## src/rtl/uart_tx_ctrl.sv

```systemverilog
`default_nettype none
// ============================================================================
// Module   : uart_tx_ctrl
// Brief    : UART transmit sequencer; frames bytes (start/data/parity/stop)
//            on 1x baud ticks and gates the shared baud generator.
// Revision : 1.0 - initial release
// ============================================================================
module uart_tx_ctrl #(
    parameter int DATA_BITS  = 8,
    parameter int PARITY_EN  = 0,
    parameter int PARITY_ODD = 0,
    parameter int STOP_BITS  = 1
) (
    input  logic                 clk,
    input  logic                 rst_n,
    input  logic [DATA_BITS-1:0] tx_data,
    input  logic                 tx_valid,
    output logic                 tx_ready,
    output logic                 baud_en,
    input  logic                 baud_tick,
    output logic                 tx,
    output logic                 busy,
    output logic                 frame_done
);

    localparam logic [3:0] c_last_data = 4'(DATA_BITS - 1);
    localparam logic       c_last_stop = 1'(STOP_BITS - 1);
    localparam logic       c_par_odd   = (PARITY_ODD != 0);

    typedef enum logic [2:0] {
        S_IDLE   = 3'd0,
        S_START  = 3'd1,
        S_DATA   = 3'd2,
        S_PARITY = 3'd3,
        S_STOP   = 3'd4
    } state_t;

    state_t               r_state;
    logic [DATA_BITS-1:0] r_shift;
    logic [3:0]           r_cnt;
    logic                 r_stop_cnt;
    logic                 r_parity;
    logic                 r_tx;
    logic                 r_baud_en;
    logic                 r_busy;
    logic                 r_frame_done;

    logic                 w_last_stop_tick;
    logic                 w_parity;

    assign w_parity         = (^tx_data) ^ c_par_odd;
    assign w_last_stop_tick = (r_state == S_STOP) && baud_tick && (r_stop_cnt == c_last_stop);

    // Ready is combinational so a back-to-back byte can be taken on the very
    // edge that closes the previous frame, keeping the generator running.
    assign tx_ready   = (r_state == S_IDLE) || w_last_stop_tick;
    assign tx         = r_tx;
    assign baud_en    = r_baud_en;
    assign busy       = r_busy;
    assign frame_done = r_frame_done;

    always_ff @(posedge clk or negedge rst_n) begin
        if (!rst_n) begin
            r_state      <= S_IDLE;
            r_shift      <= '0;
            r_cnt        <= '0;
            r_stop_cnt   <= 1'b0;
            r_parity     <= 1'b0;
            r_tx         <= 1'b1;
            r_baud_en    <= 1'b0;
            r_busy       <= 1'b0;
            r_frame_done <= 1'b0;
        end else begin
            r_frame_done <= 1'b0;
            case (r_state)
                S_IDLE: begin
                    if (tx_valid) begin
                        r_shift   <= tx_data;
                        r_parity  <= w_parity;
                        r_tx      <= 1'b0;
                        r_baud_en <= 1'b1;
                        r_busy    <= 1'b1;
                        r_state   <= S_START;
                    end
                end
                S_START: begin
                    if (baud_tick) begin
                        r_tx    <= r_shift[0];
                        r_shift <= r_shift >> 1;
                        r_cnt   <= '0;
                        r_state <= S_DATA;
                    end
                end
                S_DATA: begin
                    if (baud_tick) begin
                        if (r_cnt == c_last_data) begin
                            if (PARITY_EN != 0) begin
                                r_tx    <= r_parity;
                                r_state <= S_PARITY;
                            end else begin
                                r_tx       <= 1'b1;
                                r_stop_cnt <= 1'b0;
                                r_state    <= S_STOP;
                            end
                        end else begin
                            r_tx    <= r_shift[0];
                            r_shift <= r_shift >> 1;
                            r_cnt   <= r_cnt + 4'd1;
                        end
                    end
                end
                S_PARITY: begin
                    if (baud_tick) begin
                        r_tx       <= 1'b1;
                        r_stop_cnt <= 1'b0;
                        r_state    <= S_STOP;
                    end
                end
                S_STOP: begin
                    if (w_last_stop_tick) begin
                        r_frame_done <= 1'b1;
                        if (tx_valid) begin
                            // baud_en is left asserted to preserve generator phase
                            r_shift  <= tx_data;
                            r_parity <= w_parity;
                            r_tx     <= 1'b0;
                            r_state  <= S_START;
                        end else begin
                            r_baud_en <= 1'b0;
                            r_busy    <= 1'b0;
                            r_state   <= S_IDLE;
                        end
                    end else if (baud_tick) begin
                        r_stop_cnt <= r_stop_cnt + 1'b1;
                    end
                end
                default: begin
                    r_tx      <= 1'b1;
                    r_baud_en <= 1'b0;
                    r_busy    <= 1'b0;
                    r_state   <= S_IDLE;
                end
            endcase
        end
    end

endmodule
`default_nettype wire

```

## config.mk

```make
export PLATFORM = sky130hd
export DESIGN_NAME = uart_tx_ctrl
export DESIGN_NICKNAME = d
export VERILOG_FILES = /design/src/rtl/uart_tx_ctrl.sv
export SDC_FILE = /design/constraint.sdc
export NUM_CORES = 1
export LEC_CHECK = 0
export ABC_AREA = 1
export CAP_MARGIN = 20
export CORE_MARGIN = 1
export CORE_UTILIZATION = 35
export CTS_CLUSTER_DIAMETER = 60
export CTS_CLUSTER_SIZE = 12
export DETAILED_ROUTE_END_ITERATION = 7
export GPL_ROUTABILITY_DRIVEN = 1
export PLACE_DENSITY = 0.59
export REMOVE_ABC_BUFFERS = 1
export SLEW_MARGIN = 15
export SYNTH_ARGS = -nofsm -noshare
export SYNTH_HDL_FRONTEND = slang
export SYNTH_SLANG_ARGS = --single-unit
export TNS_END_PERCENT = 50
```

## constraint.sdc

```tcl
create_clock -name clk -period 1.51 [get_ports clk]
set_input_delay 0.2265 -clock clk [delete_from_list [all_inputs] [get_ports clk]]
set_output_delay 0.2265 -clock clk [all_outputs]
set_load 0.05 [all_outputs]
```

==> impl_table.tex, run 1 <==
\begin{tabular}{lr}
\hline
Metric & Value \\
\hline
\multicolumn{2}{l}{\textbf{Run status}} \\
\quad Status & completed \\
\multicolumn{2}{l}{\textbf{Routing}} \\
\quad Via count of the routed design & about 1000 \\
\quad Via-per-instance ratio & 4.92 \\
\quad Final WL & 2490 um \\
\quad Initial DRC count & 59 \\
\quad Average wire length per cell after detail routing & about 12 um \\
\quad First-pass iteration count of the detailed router & 4 \\
\quad Post-route antenna net violation count & 0 \\
\quad Number of remaining DRC errors & 0 \\
\multicolumn{2}{l}{\textbf{Logic synthesis}} \\
\quad Number of distinct standard cells referenced by the synthesized netlist & 22 \\
\quad Leading area contributor after synthesis & sky130\_fd\_sc\_hd\_\_dfrtp\_1 \\
\quad Number of synthesized flops with an enable pin & 0 \\
\quad Post-Synthesis Mean Instance Area & roughly 7.3 um\^{}2 \\
\quad Most common library cells after synthesis & 57 x sky130\_fd\_sc\_hd\_\_nand2\_1, 24 x sky130\_fd\_sc\_hd\_\_nand3\_1, 18 x sky130\_fd\_sc\_hd\_\_dfrtp\_1 \\
\quad Primary FF master, synth & sky130\_fd\_sc\_hd\_\_dfrtp\_1 \\
\quad Synthesized instance count & around 150 \\
\quad Share of synthesized area occupied by flip-flops and latches & around 44\% \\
\quad Area contributors post-synth & sky130\_fd\_sc\_hd\_\_dfrtp\_1 41\%, sky130\_fd\_sc\_hd\_\_nand2\_1 20\%, sky130\_fd\_sc\_hd\_\_nand3\_1 11\% \\
\quad Most numerous cell in the Yosys netlist & sky130\_fd\_sc\_hd\_\_nand2\_1 \\
\quad Synth Warn \# & 0 \\
\quad Flops \& latches, synth & 19 \\
\quad Ys async rst share & 100\% \\
\quad Synth Cell Area & between 0.001 and 0.0015 mm\^{}2 \\
\quad Proportion of netlist area held by the largest area contributor & 41.3\% \\
\multicolumn{2}{l}{\textbf{Power and ir drop}} \\
\quad VDD IR-drop max & around 1.1 mV \\
\quad Areal power density over the cells & 2090 mW/mm\^{}2 \\
\quad Leakage power total & 0.759 nW \\
\multicolumn{2}{l}{\textbf{Global routing}} \\
\quad Global-route wire length before repair & around 4300 um \\
\quad Pin count of the biggest net entering global routing & 20 \\
\quad Antenna violations before repair & 0 \\
\quad Global route overflow & 0 \\
\quad Overall global routing resource usage & between 10\% and 20\% \\
\quad Number of global-route vias before repair & 926 \\
\multicolumn{2}{l}{\textbf{STA}} \\
\quad RSZ-0062 raised after global routing & true \\
\quad Number of hold violations in the final report & 0 \\
\quad Minimum hold slack & 0.241 ns \\
\quad Max-slew violation count & 0 \\
\quad Final worst-path cycle share & between 90\% and 100\% \\
\quad Final setup vio count & 0 \\
\quad Worst-case headroom to the max-slew limit & 83.5\% \\
\quad Worst-Margin Slew & about 0.25 ns \\
\quad Total Negative Setup Slacks & 0 ns \\
\quad Setup skew after layout & about 0.0017 ns \\
\quad Final critical path time including I/O delays and setup & roughly 1.5 ns \\
\quad Highest attainable clock frequency & slightly below 700 MHz \\
\multicolumn{2}{l}{\textbf{Layout}} \\
\quad Util after Layout & $\sim$51\% \\
\quad Number of fillers in the final layout & approximately 290 \\
\quad Fraction of layout instances using a drive strength above 1 & between 20\% and 30\% \\
\quad P\&R area growth vs syn & 34.4\% \\
\quad Final net count & 195 \\
\quad Diodes inserted & 0 \\
\multicolumn{2}{l}{\textbf{Critical path}} \\
\quad Required time of the critical path & 1.28 ns \\
\quad Kind of launch point of the worst setup path & flop \\
\quad Critical Path End Type & output port \\
\quad Path type of the worst setup path & reg -> out \\
\quad Crit Path Max Fanout & 4 \\
\quad Arrival time worst endpoint & roughly 1.2 ns \\
\multicolumn{2}{l}{\textbf{Floorplan}} \\
\quad Total core area & between 0.002 and 0.003 mm\^{}2 \\
\quad Row cnt & 19 \\
\quad Ports placed on the boundary & 17 \\
\quad Initial cell density of the core & between 30\% and 40\% \\
\quad Width of the die & between 50 and 60 um \\
\quad Die boundary height & 57.8 um \\
\quad Area of the die & 0.00334 mm\^{}2 \\
\multicolumn{2}{l}{\textbf{Clock network}} \\
\quad Clock latency on the worst-skew pair & 0.30 ns \\
\quad CTS buffer count & 3 \\
\quad Number of buffers on the longest clock path & 2 \\
\quad H-Tree Depth & 1 \\
\quad Clock transition time at the flip-flop clock pins of the worst setup and hold paths & approximately 0.10 ns \\
\quad Count of clock tree sinks & 19 \\
\quad Root Driver & sky130\_fd\_sc\_hd\_\_clkbuf\_4 \\
\quad Number of hold buffers added after cts & 0 \\
\quad TritonCTS clock tree & built \\
\multicolumn{2}{l}{\textbf{Place}} \\
\quad Count of input and output buffers & 16 \\
\quad Total half-perimeter wirelength after legalization and detailed placement & about 1800 um \\
\quad RD Place Congestion & roughly 0.93 \\
\multicolumn{2}{l}{\textbf{Hold path}} \\
\quad Hold crit path type & in -> async \\
\multicolumn{2}{l}{\textbf{Job}} \\
\quad \# Max-Cap Violations & 0 \\
\hline
\end{tabular}
[where the power goes]
group          internal [W]  switching (W)  total [W]
combinational      0.000825        0.00114    0.00197
sequential         0.000707       0.000127   0.000834
clock              0.000103       0.000154   0.000257
total               0.00163        0.00143    0.00306
[final timing paths]
| kind | start | to | slack (ns) | cells after the start |
|---|---|---|---|---|
| setup / recovery | r_state[0] | tx_ready | 0.06 | 4 |
| hold / removal | rst_n | frame_done | 0.24 | 2 |
| setup reg to reg | r_state[1] | r_state[2] | 0.09 | 7 |
| hold reg to reg | r_shift[7] | r_shift[7] | 0.48 | 2 |
| max in group asynchronous | rst_n | tx | 1.01 | 2 |
| min in group clk | r_shift[7] | r_shift[7] | 0.48 | 2 |
[layout make-up]
cell class	instances	area (um^2)	area share, %
tap	31	38.8	2.65
timing repair buffer	32	297	20.2
inverter	11	41.3	2.82
clock buffer	4	26.3	1.79
multi-input combinational	115	583	39.8
sequential	19	479	32.7
[flip-flops by register name, summed over array words and instances (netlist names)]
name / flops
busy: 1
frame_done: 1
r_cnt: 4
r_shift: 8
r_state: 3
r_stop_cnt: 1
tx: 1
[stage by stage]
stage	total power, W	setup WS [ns]	area, um^2	instances
after global routing	0.00333	-0.0196	1470	212
after detailed placement	0.00249	0.0588	1320	198
after global placement	0.00248	0.0688	1320	198
after floorplan	0.00192	-0.220	1050	144
after CTS	0.00285	0.0215	1380	205
final	0.00306	0.0569	1470	212
[critical path: stages, from the launching register on]
cell	delay (ns)
sky130_fd_sc_hd__dfrtp_2	0.45
sky130_fd_sc_hd__nor2_4	0.11
sky130_fd_sc_hd__inv_2	0.06
sky130_fd_sc_hd__a21oi_2	0.15
sky130_fd_sc_hd__buf_12	0.15
[metal layers]
| layer | GRT usage [%] | vias up | share of wire (%) |
|---|---|---|---|
| li1 | - | 541 | - |
| met1 | 24.9 | 470 | 50 |
| met2 | 23.5 | 27 | 44 |
| met3 | 4.69 | 4 | 4.6 |
| met4 | 5.10 | 0 | 1.2 |
| met5 | 0 | - | 0 |
[placed cells by master (no fill, tap or decap)]
cell type	netlist	routed
sky130_fd_sc_hd__and2_2	0	1
sky130_fd_sc_hd__nand4_1	2	2
sky130_fd_sc_hd__o21ai_0	6	6
sky130_fd_sc_hd__dfrtp_2	0	2
sky130_fd_sc_hd__and2_4	1	1
sky130_fd_sc_hd__nand3_1	24	23
sky130_fd_sc_hd__dfstp_2	1	1
sky130_fd_sc_hd__nand3b_1	1	1
sky130_fd_sc_hd__xor2_1	1	1
sky130_fd_sc_hd__buf_4	2	18
sky130_fd_sc_hd__a21oi_2	0	1
sky130_fd_sc_hd__a21oi_1	3	2
sky130_fd_sc_hd__clkbuf_1	0	1
sky130_fd_sc_hd__nand2_2	4	5
sky130_fd_sc_hd__nor3b_1	1	1
sky130_fd_sc_hd__nand2_8	0	1
sky130_fd_sc_hd__buf_6	1	1
sky130_fd_sc_hd__clkbuf_4	0	3
sky130_fd_sc_hd__ha_1	1	1
sky130_fd_sc_hd__nand2_1	57	55
sky130_fd_sc_hd__inv_1	10	9
sky130_fd_sc_hd__inv_2	1	2
sky130_fd_sc_hd__nor2_2	2	1
sky130_fd_sc_hd__clkdlybuf4s50_1	0	11
sky130_fd_sc_hd__nand2_4	1	1
sky130_fd_sc_hd__buf_12	0	2
sky130_fd_sc_hd__nor2_4	0	2
sky130_fd_sc_hd__nor2_1	8	7
sky130_fd_sc_hd__dfrtp_1	18	16
sky130_fd_sc_hd__nand3_2	2	3
[cells by family after synthesis]
family          synth area share [%]
compound gates                  4.13
xor+xnor                       0.804
flops                           43.7
fa+ha+maj                       1.15
simple gates                    43.1
buf+inv                         7.12
[repair_timing]
item / in CTS / in global routing
cloned: 0 / 1
pin swaps: 1 / 4
endpoints found under the hold margin: 0 / 0
setup buffers: 3 / 6
endpoints found under the setup margin: 1 / 15
resized for setup: 4 / 9
No activity file was read; power rests on OpenSTA's default activity.
==> run 2, diff against run 1 <==
--- a/config.mk
+++ b/config.mk
@@ -5,7 +5,6 @@
 export SDC_FILE = /design/constraint.sdc
 export NUM_CORES = 1
 export LEC_CHECK = 0
-export ABC_AREA = 1
 export CAP_MARGIN = 20
 export CORE_MARGIN = 1
 export CORE_UTILIZATION = 35
==> impl_table.tex, run 2 <==
\begin{tabular}{lr}
\hline
Metric & Value \\
\hline
\multicolumn{2}{l}{\textbf{Run status}} \\
\quad Status & finished, violations left \\
\quad Violated checks & design-rule violations, negative setup slack \\
\multicolumn{2}{l}{\textbf{Logic synthesis}} \\
\quad Most common library cells after synthesis & 18 x sky130\_fd\_sc\_hd\_\_dfrtp\_1, 15 x sky130\_fd\_sc\_hd\_\_mux2\_2, 10 x sky130\_fd\_sc\_hd\_\_o21ai\_0 \\
\quad Most numerous cell in the Yosys netlist & sky130\_fd\_sc\_hd\_\_dfrtp\_1 \\
\quad Share of synthesized area occupied by flip-flops and latches & between 40\% and 50\% \\
\quad Number of synthesized flops with an enable pin & 0 \\
\quad Leading area contributor after synthesis & sky130\_fd\_sc\_hd\_\_dfrtp\_1 \\
\quad Synth Warn \# & 0 \\
\quad Ys async rst share & between 90\% and 100\% \\
\quad Area contributors post-synth & sky130\_fd\_sc\_hd\_\_dfrtp\_1 42\%, sky130\_fd\_sc\_hd\_\_mux2\_2 16\%, sky130\_fd\_sc\_hd\_\_o21ai\_0 4.7\% \\
\quad Synth Cell Area & around 0.0011 mm\^{}2 \\
\quad Primary FF master, synth & sky130\_fd\_sc\_hd\_\_dfrtp\_1 \\
\quad Number of distinct standard cells referenced by the synthesized netlist & 35 \\
\quad Proportion of netlist area held by the largest area contributor & 42.5\% \\
\quad Synthesized instance count & 100 \\
\quad Post-Synthesis Mean Instance Area & $\sim$11 um\^{}2 \\
\quad Flops \& latches, synth & 19 \\
\multicolumn{2}{l}{\textbf{Routing}} \\
\quad Post-route antenna net violation count & 0 \\
\quad Average wire length per cell after detail routing & approximately 15 um \\
\quad Via count of the routed design & 940 \\
\quad Initial DRC count & 19 \\
\quad Via-per-instance ratio & $\sim$5.3 \\
\quad Number of remaining DRC errors & 2 \\
\quad Final WL & 2680 um \\
\quad First-pass iteration count of the detailed router & 6 \\
\multicolumn{2}{l}{\textbf{Clock network}} \\
\quad Count of clock tree sinks & 19 \\
\quad CTS buffer count & 3 \\
\quad H-Tree Depth & 1 \\
\quad Clock latency on the worst-skew pair & a little under 0.3 ns \\
\quad Root Driver & sky130\_fd\_sc\_hd\_\_clkbuf\_4 \\
\quad TritonCTS clock tree & built \\
\quad Clock transition time at the flip-flop clock pins of the worst setup and hold paths & between 0.1 and 0.15 ns \\
\quad Number of buffers on the longest clock path & 2 \\
\multicolumn{2}{l}{\textbf{Floorplan}} \\
\quad Area of the die & roughly 0.0033 mm\^{}2 \\
\quad Ports placed on the boundary & 17 \\
\quad Initial cell density of the core & $\sim$38\% \\
\quad Width of the die & roughly 57 um \\
\quad Row cnt & 19 \\
\quad Total core area & around 0.0028 mm\^{}2 \\
\quad Die boundary height & approximately 57 um \\
\multicolumn{2}{l}{\textbf{Layout}} \\
\quad Register Area & between 400 and 500 um\^{}2 \\
\quad Diodes inserted & 0 \\
\quad Util after Layout & around 60\% \\
\quad Commonest cells after routing, fill and taps aside & 28 x sky130\_fd\_sc\_hd\_\_buf\_4, 16 x sky130\_fd\_sc\_hd\_\_dfrtp\_1, 15 x sky130\_fd\_sc\_hd\_\_mux2\_4, 11 x sky130\_fd\_sc\_hd\_\_clkdlybuf4s50\_1 \\
\quad Fraction of layout instances using a drive strength above 1 & between 40\% and 50\% \\
\quad Number of fillers in the final layout & 231 \\
\quad Area of the multi-input gates & roughly 660 um\^{}2 \\
\quad Leading cell type in the layout, fill and taps excluded & sky130\_fd\_sc\_hd\_\_buf\_4 \\
\quad P\&R area growth vs syn & 56.7\% \\
\quad Flip-flop count of the largest register, all copies and words added & 8 \\
\quad Final instance area & $\sim$0.0017 mm\^{}2 \\
\quad Final net count & 161 \\
\quad Largest registers in the final layout & r\_shift: 8 flops, r\_cnt: 4 flops, r\_state: 3 flops \\
\quad Register name with the most flops & r\_shift \\
\multicolumn{2}{l}{\textbf{Power and ir drop}} \\
\quad Leakage power total & between 0.7 and 0.8 nW \\
\quad Part of the power in registers & between 20\% and 30\% \\
\quad Fraction of power consumed by the clock network & 6.9\% \\
\quad Total internal power & 0.00235 W \\
\quad Areal power density over the cells & about 2200 mW/mm\^{}2 \\
\quad Share of total power in combinational logic & between 60\% and 70\% \\
\quad Proportion of total power due to net switching & a little under two fifths \\
\quad VDD IR-drop max & between 1 and 1.5 mV \\
\quad Switching component of the power & approximately 0.0014 W \\
\multicolumn{2}{l}{\textbf{Job}} \\
\quad \# Max-Cap Violations & 0 \\
\multicolumn{2}{l}{\textbf{Global routing}} \\
\quad Global-route wire length before repair & roughly 4500 um \\
\quad Number of global-route vias before repair & 975 \\
\quad GR peak layer & met2 \\
\quad Antenna violations before repair & 0 \\
\quad GR Util met1 & 22.8\% \\
\quad Met3 track demand over resource in global routing & between 2 and 3\% \\
\quad Overall global routing resource usage & around 18\% \\
\quad Global route overflow & 0 \\
\quad Fraction of met2 tracks used by global routing & a little under a third \\
\quad Pin count of the biggest net entering global routing & 20 \\
\multicolumn{2}{l}{\textbf{Critical path}} \\
\quad Kind of launch point of the worst setup path & flop \\
\quad Required time of the critical path & $\sim$1.7 ns \\
\quad CP Cell Sequence & buf\_6, xnor2\_2, nor2\_1, buf\_6, mux2\_4, mux2\_4 \\
\quad Arrival time worst endpoint & around 1.9 ns \\
\quad Slowest-stage cell, CP & sky130\_fd\_sc\_hd\_\_dfrtp\_2 \\
\quad Crit Path Max Fanout & 8 \\
\quad Critical Path End Type & flop \\
\quad Path type of the worst setup path & reg -> reg \\
\quad Largest incremental delay on the critical path & 0.44 ns \\
\multicolumn{2}{l}{\textbf{STA}} \\
\quad Worst-Margin Slew & $\sim$0.34 ns \\
\quad Final critical path time including I/O delays and setup & 1.71 ns \\
\quad Final setup vio count & 11 \\
\quad Total Negative Setup Slacks & -1.80 ns \\
\quad Least setup slack across all paths after layout & -0.201 ns \\
\quad RSZ-0062 raised after global routing & true \\
\quad Setup skew after layout & approximately 0.001 ns \\
\quad Worst-case headroom to the max-slew limit & between 70\% and 80\% \\
\quad Minimum hold slack & 0.244 ns \\
\quad Max-slew violation count & 0 \\
\quad Final worst-path cycle share & 113\% \\
\quad Number of hold violations in the final report & 0 \\
\quad Highest attainable clock frequency & a little under 600 MHz \\
\multicolumn{2}{l}{\textbf{Place}} \\
\quad Total half-perimeter wirelength after legalization and detailed placement & between 1500 and 2000 um \\
\quad Area after DPL & 0.00148 mm\^{}2 \\
\quad Count of input and output buffers & 16 \\
\quad RD Place Congestion & approximately 0.82 \\
\quad Worst setup slack after placement & -0.411 ns \\
\multicolumn{2}{l}{\textbf{Hold path}} \\
\quad Hold crit path type & in -> async \\
\hline
\end{tabular}
## run 2: path summary, 6_finish.rpt
kind	from	endpoint	slack (ns)	cells after the start
hold / removal	rst_n	r_stop_cnt	0.24	2
min in group clk	r_shift[1]	r_shift[1]	0.53	1
max in group asynchronous	rst_n	tx	1.01	2
hold reg to reg	r_shift[1]	r_shift[1]	0.53	1
setup reg to reg	r_state[0]	r_shift[0]	-0.20	6
setup / recovery	r_state[0]	r_shift[0]	-0.20	6
## run 2: power by group through the flow
stage,Clock [W],Sequential (W),Combinational [W]
after detailed placement,0,0.000882,0.00200
after floorplan,0,0.00101,0.000987
final,0.000256,0.000885,0.00258
after global placement,0,0.000879,0.00194
after CTS,0.000272,0.000868,0.00234
after global routing,0.000289,0.000912,0.00277
## run 2: cells by family (layout without fill, tap and decap cells)
kind of cell               count (synthesis)  count (layout)  synth area share, %
AOI/OAI and AO/OA                         28              28                 18.0
adders and majority gates                  1               1                 1.18
DFF                                       19              19                 44.9
muxes                                     15              15                 15.9
xor gates and xnor gates                   1               1                0.826
and+or+nand+nor                           30              30                 16.6
buffers and inverters                      6              53                 2.48
## run 2: critical path, delay by kind of cell (launching register included)
family	cells	cell delay, ns
muxes	2	0.57
DFF	1	0.44
buffers and inverters	2	0.30
and+or+nand+nor	1	0.15
xor gates and xnor gates	1	0.13
## run 2: cell type report
cell class	instances	area share (%)
clock inverters	1	0.301
well taps	31	2.33
flip-flops and latches	19	28.8
multi-input cells	75	40.0
inverters	2	0.451
clock buffers	3	1.35
repair buffers	47	26.8
## run 2: layer usage
layer  routed length, um  part of all wire (%)
met5                   0                     0
met4                  45                   1.7
met3                  80                   3.0
met2                1380                    52
met1                1170                    44
## run 2: timing repair
item,4_1_cts,5_1_grt
hold buffers,0,0
gates resized for setup,19,15
setup buffers,3,1
pin swaps,4,2
setup endpoints to repair,14,15
## run 2: through the flow
stage | power (W) | cells
5_1_grt | 0.00397 | 178
4_1_cts | 0.00348 | 177
3_5_place_dp | 0.00289 | 170
3_3_place_gp | 0.00282 | 170
2_1_floorplan | 0.00200 | 96
6_report | 0.00372 | 178
==> run 3, diff against run 2 <==
--- a/config.mk
+++ b/config.mk
@@ -8,6 +8,7 @@
 export CAP_MARGIN = 20
 export CORE_MARGIN = 1
 export CORE_UTILIZATION = 35
+export CTS_BUF_LIST = sky130_fd_sc_hd__clkbuf_8 sky130_fd_sc_hd__clkbuf_16
 export CTS_CLUSTER_DIAMETER = 60
 export CTS_CLUSTER_SIZE = 12
 export DETAILED_ROUTE_END_ITERATION = 7
==> impl_table.tex, run 3 (synthesis results as in run 2) <==
\begin{tabular}{lr}
\hline
Metric & Value \\
\hline
\multicolumn{2}{l}{\textbf{Run status}} \\
\quad Status & finished, violations left \\
\quad Violated checks & design-rule violations, negative setup slack \\
\multicolumn{2}{l}{\textbf{Critical path}} \\
\quad Arrival time worst endpoint & around 1.8 ns \\
\quad CP Cell Sequence & ha\_2, and3b\_1, and2\_4, a211oi\_4, buf\_6, mux2\_4 \\
\quad Critical Path End Type & flop \\
\quad Path type of the worst setup path & reg -> reg \\
\quad Kind of launch point of the worst setup path & flop \\
\quad Crit path buffers/inverters & 1 \\
\quad Crit Path Max Fanout & 8 \\
\quad Slowest-stage cell, CP & sky130\_fd\_sc\_hd\_\_dfrtp\_1 \\
\quad Largest incremental delay on the critical path & approximately 0.38 ns \\
\quad Required time of the critical path & around 1.7 ns \\
\quad Top delay family on crit path & flip-flops \\
\multicolumn{2}{l}{\textbf{Hold path}} \\
\quad Hold crit path type & in -> async \\
\multicolumn{2}{l}{\textbf{Layout}} \\
\quad Diodes inserted & 0 \\
\quad Leading cell type in the layout, fill and taps excluded & sky130\_fd\_sc\_hd\_\_buf\_4 \\
\quad Fraction of layout instances using a drive strength above 1 & a little under half \\
\quad Largest registers in the final layout & r\_shift: 8 flops, r\_cnt: 4 flops, r\_state: 3 flops \\
\quad P\&R area growth vs syn & 50.9\% \\
\quad Final net count & 158 \\
\quad Commonest cells after routing, fill and taps aside & 28 x sky130\_fd\_sc\_hd\_\_buf\_4, 16 x sky130\_fd\_sc\_hd\_\_dfrtp\_1, 11 x sky130\_fd\_sc\_hd\_\_clkdlybuf4s50\_1 \\
\quad Final instance area & around 0.0016 mm\^{}2 \\
\quad Util after Layout & about 57\% \\
\quad Non-filler cells in the finished layout & around 180 \\
\quad Register name with the most flops & r\_shift \\
\quad Flip-flop count of the largest register, all copies and words added & 8 \\
\multicolumn{2}{l}{\textbf{Routing}} \\
\quad Via-per-instance ratio & 5.31 \\
\quad Initial DRC count & 13 \\
\quad First-pass iteration count of the detailed router & 6 \\
\quad Final WL & around 2500 um \\
\quad Post-route antenna net violation count & 0 \\
\quad Average wire length per cell after detail routing & $\sim$14 um \\
\quad Via count of the routed design & $\sim$930 \\
\quad Number of remaining DRC errors & 2 \\
\multicolumn{2}{l}{\textbf{Global routing}} \\
\quad Global route overflow & 0 \\
\quad Antenna violations before repair & 0 \\
\quad Met3 track demand over resource in global routing & 3.63\% \\
\quad Fraction of met2 tracks used by global routing & a little under a third \\
\quad Global-route wire length before repair & 4440 um \\
\quad Overall global routing resource usage & between 15 and 20\% \\
\quad GR peak layer & met2 \\
\quad Number of global-route vias before repair & between 900 and 1000 \\
\quad Pin count of the biggest net entering global routing & 20 \\
\quad GR Util met1 & 22.0\% \\
\multicolumn{2}{l}{\textbf{Floorplan}} \\
\quad Total core area & 0.00281 mm\^{}2 \\
\quad Initial cell density of the core & 37.8\% \\
\quad Width of the die & $\sim$57 um \\
\quad Ports placed on the boundary & 17 \\
\quad Row cnt & 19 \\
\quad Die boundary height & roughly 57 um \\
\quad Area of the die & approximately 0.0033 mm\^{}2 \\
\multicolumn{2}{l}{\textbf{STA}} \\
\quad Minimum hold slack & 0.292 ns \\
\quad Final critical path time including I/O delays and setup & around 1.7 ns \\
\quad Worst-Margin Slew & between 0.3 and 0.4 ns \\
\quad Number of hold violations in the final report & 0 \\
\quad RSZ-0062 raised after global routing & true \\
\quad Max-slew violation count & 0 \\
\quad Setup skew after layout & 0.00323 ns \\
\quad Least setup slack across all paths after layout & -0.169 ns \\
\quad Worst-case headroom to the max-slew limit & between 70\% and 80\% \\
\quad Final worst-path cycle share & 111\% \\
\quad Final setup vio count & 11 \\
\quad Highest attainable clock frequency & $\sim$600 MHz \\
\multicolumn{2}{l}{\textbf{Clock network}} \\
\quad Clock transition time at the flip-flop clock pins of the worst setup and hold paths & about 0.070 ns \\
\quad Count of clock tree sinks & 19 \\
\quad CTS buffer count & 3 \\
\quad Root Driver & sky130\_fd\_sc\_hd\_\_clkbuf\_8 \\
\quad Clock latency on the worst-skew pair & about 0.26 ns \\
\quad Number of buffers on the longest clock path & 2 \\
\quad TritonCTS clock tree & built \\
\quad H-Tree Depth & 1 \\
\multicolumn{2}{l}{\textbf{Place}} \\
\quad Cell total after placement & 170 \\
\quad Total half-perimeter wirelength after legalization and detailed placement & roughly 1900 um \\
\quad Area after DPL & 0.00148 mm\^{}2 \\
\quad RD Place Congestion & just over 0.8 \\
\quad Worst setup slack after placement & -0.411 ns \\
\quad Count of input and output buffers & 16 \\
\multicolumn{2}{l}{\textbf{Power and ir drop}} \\
\quad VDD IR-drop max & 1.32 mV \\
\quad Leakage power total & 0.721 nW \\
\quad Areal power density over the cells & about 2200 mW/mm\^{}2 \\
\multicolumn{2}{l}{\textbf{Job}} \\
\quad \# Max-Cap Violations & 0 \\
\hline
\end{tabular}
## run 3: cell count changes in the layout (fill, tap and decap cells not counted), sizes merged
cell,previous run,this run
buf,36,33
## run 3: area by class of cell
cell class,instances,area (um^2)
fill,247,1200
multi-input combinational,75,618
sequential,19,479
timing repair buffer,44,412
clock buffer,3,41.3
tap,31,38.8
inverter,2,7.51
clock inverter,1,5.00
## run 3: final timing paths
| kind | start | endpoint | slack (ns) | depth (start not counted) |
|---|---|---|---|---|
| max in group asynchronous | rst_n | tx | 0.96 | 2 |
| min in group clk | r_shift[3] | r_shift[3] | 0.51 | 1 |
| worst min register to register | r_shift[3] | r_shift[3] | 0.51 | 1 |
| worst min-delay path | rst_n | r_stop_cnt | 0.29 | 2 |
| worst max-delay path | r_cnt[1] | r_shift[4] | -0.17 | 6 |
| worst max register to register | r_cnt[1] | r_shift[4] | -0.17 | 6 |
## run 3: through the flow
step	total power, W	TNS (ns)
finish	0.00349	-1.56
global route	0.00374	-2.26
CTS	0.00351	-1.53
detailed placement	0.00289	-4.01
global placement	0.00282	-3.44
floorplan	0.00200	-2.75
## run 3: report_power, final
part / leakage (nW) / internal [W] / switching, W
registers: 0.236 / 0.000720 / 0.000158
logic: 0.459 / 0.00131 / 0.000949
clock network: 0.0255 / 0.000184 / 0.000171
total: 0.721 / 0.00222 / 0.00128
## run 3: layer usage
metal,vias up,wire [um]
li1,453,-
met1,453,1100
met2,18,1260
met3,5,85
met4,0,38
met5,-,0
## run 3: repair_timing
action,4_1_cts,5_1_grt
pin swaps,4,0
endpoints found under the setup margin,14,15
hold buffers,0,0
buffers inserted,1,0
resized for setup,17,4
